File: src/rtl/uart_frame_pkg.sv
// Constants, error codes and FSM state type shared by the UART frame transmitter and parser.
// Mode byte decoding helpers live here so both sides agree on the frame format.
package uart_frame_pkg;

  localparam logic [7:0] SOF     = 8'h50;
  localparam logic [7:0] CR      = 8'h0D;
  localparam logic [7:0] LF      = 8'h0A;
  localparam logic [7:0] MODE_H1 = 8'h31;
  localparam logic [7:0] MODE_L1 = 8'h32;
  localparam logic [7:0] MODE_H3 = 8'h33;
  localparam logic [7:0] MODE_L3 = 8'h34;

  localparam logic [3:0] LEN_SHORT = 4'd4;
  localparam logic [3:0] LEN_LONG  = 4'd12;

  localparam logic [1:0] ERR_NONE    = 2'd0;
  localparam logic [1:0] ERR_MODE    = 2'd1;
  localparam logic [1:0] ERR_TRAILER = 2'd2;
  localparam logic [1:0] ERR_TIMEOUT = 2'd3;

  typedef enum logic [2:0] {
    ST_IDLE     = 3'd0,
    ST_MODE     = 3'd1,
    ST_PAYLOAD  = 3'd2,
    ST_TRAIL_CR = 3'd3,
    ST_TRAIL_LF = 3'd4
  } rx_state_e;

  function automatic logic mode_valid(input logic [7:0] b);
    return (b == MODE_H1) || (b == MODE_L1) || (b == MODE_H3) || (b == MODE_L3);
  endfunction

  function automatic logic mode_is_long(input logic [7:0] b);
    return (b == MODE_H3) || (b == MODE_L3);
  endfunction

  function automatic logic mode_is_high(input logic [7:0] b);
    return (b == MODE_H1) || (b == MODE_H3);
  endfunction

  // Index of the final payload byte for the current frame length.
  function automatic logic [3:0] last_index(input logic is_long);
    return is_long ? (LEN_LONG - 4'd1) : (LEN_SHORT - 4'd1);
  endfunction

endpackage

File: src/rtl/uartrx_frame_timeout.sv
// Inter-byte idle counter: clears on request, counts while enabled, and flags the
// cycle in which the idle run reaches TIMEOUT_CYCLES.
module uartrx_frame_timeout #(
  parameter logic [15:0] TIMEOUT_CYCLES = 16'd50000
) (
  input  logic clk,
  input  logic rst_n,
  input  logic clear,
  input  logic enable,
  output logic expire
);

  logic [15:0] cnt_r;

  // Idle-cycle counter; a clear request (accepted byte or idle FSM) wins over counting.
  always_ff @(posedge clk) begin
    if (!rst_n) begin
      cnt_r <= 16'd0;
    end else if (clear) begin
      cnt_r <= 16'd0;
    end else if (enable) begin
      cnt_r <= cnt_r + 16'd1;
    end else begin
      cnt_r <= cnt_r;
    end
  end

  // Fires on the idle cycle that brings the count to TIMEOUT_CYCLES, so a byte in that
  // same cycle (which asserts clear) still rescues the frame.
  assign expire = enable && !clear && (cnt_r == (TIMEOUT_CYCLES - 16'd1));

endmodule

File: src/rtl/uartrx_frame_parser.sv
// Receive-side frame parser: recovers 'P' + mode + 4/12 payload bytes + CR LF frames
// from a UART byte stream and publishes up to three 32-bit words with status pulses.
module uartrx_frame_parser
  import uart_frame_pkg::*;
#(
  parameter logic [15:0] TIMEOUT_CYCLES = 16'd50000,
  parameter int          CNT_W          = 16
) (
  input  logic             clk,
  input  logic             rst_n,
  input  logic [7:0]       rx_data,
  input  logic             rdsig,
  output logic             frame_valid,
  output logic             frame_long,
  output logic             is_high,
  output logic [31:0]      data0,
  output logic [31:0]      data1,
  output logic [31:0]      data2,
  output logic             frame_err,
  output logic [1:0]       err_code,
  output logic [CNT_W-1:0] good_cnt
);

  rx_state_e   state_r, state_n, state_d;
  logic [95:0] shadow_r, shadow_n, shadow_d;
  logic [3:0]  bcnt_r, bcnt_n, bcnt_d;
  logic        long_r, long_n;
  logic        high_r, high_n;
  logic        err_s;
  logic [1:0]  err_code_s;
  logic        publish_s;
  logic        expire_s;
  logic        to_clear_s;
  logic        to_enable_s;

  assign to_clear_s  = rdsig || (state_r == ST_IDLE);
  assign to_enable_s = (state_r != ST_IDLE);

  uartrx_frame_timeout #(
    .TIMEOUT_CYCLES(TIMEOUT_CYCLES)
  ) u_timeout (
    .clk   (clk),
    .rst_n (rst_n),
    .clear (to_clear_s),
    .enable(to_enable_s),
    .expire(expire_s)
  );

  // Next-state and datapath decode for the frame FSM.
  always_comb begin
    state_n    = state_r;
    shadow_n   = shadow_r;
    bcnt_n     = bcnt_r;
    long_n     = long_r;
    high_n     = high_r;
    err_s      = 1'b0;
    err_code_s = ERR_NONE;
    publish_s  = 1'b0;

    case (state_r)
      ST_IDLE: begin
        if (rdsig && (rx_data == SOF)) begin
          state_n = ST_MODE;
        end else begin
          state_n = ST_IDLE;
        end
      end
      ST_MODE: begin
        if (rdsig) begin
          if (mode_valid(rx_data)) begin
            state_n = ST_PAYLOAD;
            long_n  = mode_is_long(rx_data);
            high_n  = mode_is_high(rx_data);
            bcnt_n  = 4'd0;
          end else begin
            err_s      = 1'b1;
            err_code_s = ERR_MODE;
          end
        end else if (expire_s) begin
          err_s      = 1'b1;
          err_code_s = ERR_TIMEOUT;
        end else begin
          state_n = ST_MODE;
        end
      end
      ST_PAYLOAD: begin
        if (rdsig) begin
          shadow_n = {shadow_r[87:0], rx_data};
          if (bcnt_r == last_index(long_r)) begin
            state_n = ST_TRAIL_CR;
            bcnt_n  = 4'd0;
          end else begin
            bcnt_n = bcnt_r + 4'd1;
          end
        end else if (expire_s) begin
          err_s      = 1'b1;
          err_code_s = ERR_TIMEOUT;
        end else begin
          state_n = ST_PAYLOAD;
        end
      end
      ST_TRAIL_CR: begin
        if (rdsig) begin
          if (rx_data == CR) begin
            state_n = ST_TRAIL_LF;
          end else begin
            err_s      = 1'b1;
            err_code_s = ERR_TRAILER;
          end
        end else if (expire_s) begin
          err_s      = 1'b1;
          err_code_s = ERR_TIMEOUT;
        end else begin
          state_n = ST_TRAIL_CR;
        end
      end
      ST_TRAIL_LF: begin
        if (rdsig) begin
          if (rx_data == LF) begin
            state_n   = ST_IDLE;
            publish_s = 1'b1;
          end else begin
            err_s      = 1'b1;
            err_code_s = ERR_TRAILER;
          end
        end else if (expire_s) begin
          err_s      = 1'b1;
          err_code_s = ERR_TIMEOUT;
        end else begin
          state_n = ST_TRAIL_LF;
        end
      end
      default: begin
        state_n = ST_IDLE;
      end
    endcase

    // An aborted frame flushes the datapath; a SOF as the offending byte restarts at MODE.
    state_d  = err_s ? ((rdsig && (rx_data == SOF)) ? ST_MODE : ST_IDLE) : state_n;
    shadow_d = err_s ? 96'd0 : shadow_n;
    bcnt_d   = err_s ? 4'd0 : bcnt_n;
  end

  // State, datapath and registered outputs.
  always_ff @(posedge clk) begin
    if (!rst_n) begin
      state_r     <= ST_IDLE;
      shadow_r    <= 96'd0;
      bcnt_r      <= 4'd0;
      long_r      <= 1'b0;
      high_r      <= 1'b0;
      frame_valid <= 1'b0;
      frame_long  <= 1'b0;
      is_high     <= 1'b0;
      data0       <= 32'd0;
      data1       <= 32'd0;
      data2       <= 32'd0;
      frame_err   <= 1'b0;
      err_code    <= ERR_NONE;
      good_cnt    <= {CNT_W{1'b0}};
    end else begin
      state_r     <= state_d;
      shadow_r    <= shadow_d;
      bcnt_r      <= bcnt_d;
      long_r      <= long_n;
      high_r      <= high_n;
      frame_valid <= publish_s;
      frame_err   <= err_s;
      if (err_s) begin
        err_code <= err_code_s;
      end else begin
        err_code <= err_code;
      end
      if (publish_s) begin
        frame_long <= long_r;
        is_high    <= high_r;
        data0      <= long_r ? shadow_r[95:64] : shadow_r[31:0];
        data1      <= long_r ? shadow_r[63:32] : 32'd0;
        data2      <= long_r ? shadow_r[31:0]  : 32'd0;
        good_cnt   <= good_cnt + CNT_W'(1);
      end else begin
        frame_long <= frame_long;
        is_high    <= is_high;
        data0      <= data0;
        data1      <= data1;
        data2      <= data2;
        good_cnt   <= good_cnt;
      end
    end
  end

endmodule

File: config.mk
export PLATFORM = sky130hd
export DESIGN_NAME = uartrx_frame_parser
export DESIGN_NICKNAME = d
export VERILOG_FILES = /design/src/rtl/uart_frame_pkg.sv /design/src/rtl/uartrx_frame_timeout.sv /design/src/rtl/uartrx_frame_parser.sv
export SDC_FILE = /design/constraint.sdc
export NUM_CORES = 1
export LEC_CHECK = 0
export CORE_MARGIN = 3
export CORE_UTILIZATION = 59
export DETAILED_ROUTE_END_ITERATION = 8
export PLACE_DENSITY = 0.93
export REMOVE_ABC_BUFFERS = 1
export SYNTH_ARGS = -nofsm -noshare
export SYNTH_HDL_FRONTEND = slang
export SYNTH_SLANG_ARGS = --single-unit
export TNS_END_PERCENT = 10
File: constraint.sdc
create_clock -name clk -period 5.8 [get_ports clk]
set_input_delay 1.74 -clock clk [delete_from_list [all_inputs] [get_ports clk]]
set_output_delay 1.74 -clock clk [all_outputs]
set_load 0.05 [all_outputs]
==> tab_implementation.tex <==
\begin{tabular}{lr}
\hline
Metric & Value \\
\hline
\multicolumn{2}{l}{\textbf{Synth}} \\
Mapped Cells & 1136 \\
Synthesized cell area & 0.00949 mm2 \\
Most common flop cell mapped by yosys & sky130\_fd\_sc\_hd\_\_dfxtp\_1 \\
Share of the synthesized area in the top cell type & 50.4\% \\
Number of enable flip-flop cells after synthesis & 0 \\
Top post-synthesis cells by area & sky130\_fd\_sc\_hd\_\_dfxtp\_1 50\%, sky130\_fd\_sc\_hd\_\_nand2\_1 11\%, sky130\_fd\_sc\_hd\_\_a21oi\_1 8.7\% \\
Fraction of synthesis flops using an asynchronous set or reset pin & 0\% \\
Synth area leader & sky130\_fd\_sc\_hd\_\_dfxtp\_1 \\
Synth Register Bits & between 200 and 250 \\
Yosys warning count & 0 \\
Post-Synthesis Mean Instance Area & $\sim$8.4 um2 \\
Register area share after synthesis & 50.4\% \\
Number of different library cells in the post-synthesis netlist & 56 \\
\multicolumn{2}{l}{\textbf{GRT}} \\
Overflow left after global routing & 0 \\
Number of antenna violations at the first check in global routing & 0 \\
Largest net degree at the start of global routing & around 100 \\
Total Routing Usage GR & 25.0\% \\
Wire length of the first global-routing pass & 38000 um \\
Vias in the first global route & $\sim$7900 \\
\multicolumn{2}{l}{\textbf{Min path}} \\
Classification of the worst-slack hold path & reg2reg \\
Worst Hold Path Cells & 1 \\
Hold wc startpoint & u\_timeout.cnt\_r[0]\$\_SDFFE\_PP0N\_ \\
Worst hold endpoint & u\_timeout.cnt\_r[0]\$\_SDFFE\_PP0N\_ \\
\multicolumn{2}{l}{\textbf{Route}} \\
Number of vias in the routed layout & around 8400 \\
Detailed Route Iter0 Violations & 800 \\
DRC viols & 0 \\
Drt wl/cell & 15.9 um \\
1st-pass router iterations & 5 \\
Mean number of vias per cell & 5.84 \\
Number of antenna-violating nets in the routed design & 0 \\
Total wire length & 22900 um \\
\multicolumn{2}{l}{\textbf{Worst setup path}} \\
Critical Path Sink Type & flip-flop \\
Worst R2R Setup Slack & 3.04 ns \\
Cells on worst reg2reg path & 5 \\
Data arrival time of the critical path & 4.29 ns \\
Terminus of the critical flop-to-flop path & data0[9]\$\_SDFFE\_PN0P\_ \\
Critical Setup Path Class & in2reg \\
Beginning of the worst register-to-register path & state\_r[2]\$\_SDFFE\_PN0P\_ \\
Crit-path max FO & 45 \\
Worst Path Required & 6.21 ns \\
Setup crit start kind & input pin \\
\multicolumn{2}{l}{\textbf{Cells and area}} \\
ANT cells & 0 \\
Post-route cell area & 0.0115 mm2 \\
Fraction of final layout cells with drive strength greater than 1 & roughly 5.8\% \\
Final layout net count & $\sim$1200 \\
Area growth from synthesis to final layout & 21.4\% \\
\multicolumn{2}{l}{\textbf{Placed design}} \\
Placer Congestion & approximately 0.9 \\
HPWL reported at the end of detailed placement & 14200 um \\
Port-buffer cells & 128 \\
Cell area reported after detailed placement & 0.0107 mm2 \\
\multicolumn{2}{l}{\textbf{Floorplan}} \\
DIE AREA & 0.0177 mm2 \\
Vertical die dimension & 133 um \\
Row count & 45 \\
Die X & roughly 130 um \\
IO Count & 129 \\
Core area & 0.0155 mm2 \\
Starting Density & a little over 60\% \\
\multicolumn{2}{l}{\textbf{Power and ir drop}} \\
Final Power & 3620 uW \\
Static Leak & 0.00363 uW \\
Peak VDD IR & 0.241 mV \\
Power per Cell Area & 314 mW/mm2 \\
\multicolumn{2}{l}{\textbf{Clock network}} \\
Buffers inserted during post-CTS setup optimization & 0 \\
Latest clock arrival within the worst-skew pair & 0.51 ns \\
Clock root cell & sky130\_fd\_sc\_hd\_\_clkbuf\_16 \\
Number of H-tree levels & 1 \\
Hold bufs inserted after CTS & 0 \\
Number of clock buffers inserted by TritonCTS & 24 \\
Clock tree from TritonCTS & yes \\
Clock net sink count & 239 \\
Clk slew on worst S/H paths & 0.06 ns \\
Buffers from clock root to sink, at most & 3 \\
Post-cts gate resize count & 0 \\
\multicolumn{2}{l}{\textbf{Timing}} \\
Setup skew after layout & 0.0146 ns \\
Share of the cycle needed by the critical path after routing & 66.9\% \\
Final setup fails & 0 \\
Maximum operating frequency & about 260 MHz \\
Max Slew Vio Count & 0 \\
Pin slew with the least headroom to its limit & 1.07 ns \\
Post-layout min period & 3.88 ns \\
Number of failing hold endpoints at the final stage & 0 \\
Unrepaired setup endpoints after global routing & no \\
Max-Slew Margin vs Limit & 28.4\% \\
\multicolumn{2}{l}{\textbf{Job}} \\
Count of max-cap constraint violations & 0 \\
\multicolumn{2}{l}{\textbf{Status}} \\
Result of the run & complete, no violations \\
\hline
\end{tabular}
## synth_stat cells (10+ instances only)
cell type and instances:
sky130_fd_sc_hd__nand2_1 280, sky130_fd_sc_hd__dfxtp_1 239, sky130_fd_sc_hd__a21oi_2 10, sky130_fd_sc_hd__a211oi_1 36, sky130_fd_sc_hd__nand3_1 73, sky130_fd_sc_hd__nand4_1 16
sky130_fd_sc_hd__clkbuf_1 62, sky130_fd_sc_hd__xnor2_1 12, sky130_fd_sc_hd__xor2_1 16, sky130_fd_sc_hd__nor2_1 75, sky130_fd_sc_hd__buf_2 10, sky130_fd_sc_hd__a21oi_1 165
sky130_fd_sc_hd__mux2i_1 34
## flip-flops by register name, indices dropped and copies added (netlist names)
signal and flops:
good_cnt 16, err_code 2, high_r 1, frame_long 1
bcnt_r 4, state_r 3, shadow_r 96, data2 32
data1 32, frame_err 1, is_high 1, u_timeout.cnt_r 16
frame_valid 1, data0 32, long_r 1
## per-stage QoR
step | setup slack (ns) | hold WS, ns | TNS, ns | utilization (%) | instances
3_3_place_gp | 1.55 | 0.428 | 0 | 69.4 | 1397
6_report | 1.92 | 0.448 | 0 | 74.4 | 1439
3_5_place_dp | 1.45 | 0.438 | 0 | 69.4 | 1397
4_1_cts | 1.97 | 0.446 | 0 | 74.4 | 1439
2_1_floorplan | -3.55 | 0.418 | -322.07 | - | 1048
5_1_grt | 1.74 | 0.466 | 0 | 74.4 | 1439
## worst max-delay path by stage
| stage | end | slack, ns | cells past startpoint | start |
|---|---|---|---|---|
| 2_1_floorplan | state_r[0]$_SDFFE_PN0P_ | -3.55 | 5 | rdsig |
| 3_3_place_gp | data2[19]$_SDFFE_PN0P_ | 1.55 | 6 | rdsig |
| 5_1_grt | data0[9]$_SDFFE_PN0P_ | 1.74 | 6 | rdsig |
| 4_1_cts | data0[9]$_SDFFE_PN0P_ | 1.97 | 6 | rdsig |
| 3_5_place_dp | data0[10]$_SDFFE_PN0P_ | 1.45 | 6 | rdsig |
| 6_report | data0[9]$_SDFFE_PN0P_ | 1.92 | 6 | rdsig |
## layout make-up
type / count / area (um2)
tap: 211 / 264
clock buffer: 38 / 723
clock inverter: 4 / 60.1
inverter: 4 / 17.5
multi-input combinational: 805 / 4290
timing repair buffer: 138 / 1380
fill: 1109 / 3960
sequential: 239 / 4790
## per-layer routing
layer  vias to the layer above  GRT usage (%)  wire length (um)
li1                       4048              -                 -
met1                      3946           32.3              9600
met2                       355           42.5             11000
met3                        48           4.18              1760
met4                         0           8.55               561
met5                         -              0                 0
## power breakdown
group | internal (uW) | switching [uW] | total (uW)
clock | 899 | 613 | 1510
combinational | 97.3 | 272 | 370
sequential | 1680 | 54.3 | 1730
## cells by family after synthesis
kind of cell	Yosys count	share of synthesized area, %
AND/OR/NAND/NOR	501	23.7
AO/OA/AOI/OAI	239	14.8
flip-flops	239	50.4
buffers and inverters	92	4.60
multiplexers	34	3.58
XOR/XNOR	28	2.58
adder cells (fa/ha/maj)	3	0.395
## worst max-delay path, cell delays in order
cell	delay, ns
sky130_fd_sc_hd__clkdlybuf4s50_1	0.76
sky130_fd_sc_hd__and4bb_2	0.35
sky130_fd_sc_hd__and4_4	0.54
sky130_fd_sc_hd__buf_4	0.49
sky130_fd_sc_hd__nor2_1	0.08
sky130_fd_sc_hd__a211oi_1	0.26
## cell usage in the layout, fill, tap and decap left out, drive strengths merged, types with 6 or more instances in the layout
cell type / synthesis / routed
nand3b: 6 / 6
nand4: 16 / 16
buf: 26 / 10
clkdlybuf4s50: 0 / 128
dfxtp: 239 / 239
xnor2: 12 / 12
mux2i: 34 / 34
xor2: 16 / 16
a21oi: 175 / 175
o21ai: 7 / 7
or3: 6 / 6
nand2: 280 / 280
nor2: 75 / 75
a211oi: 37 / 37
clkbuf: 62 / 38
nor3b: 6 / 6
nand3: 73 / 73
No activity file was read; power rests on OpenSTA's default activity.
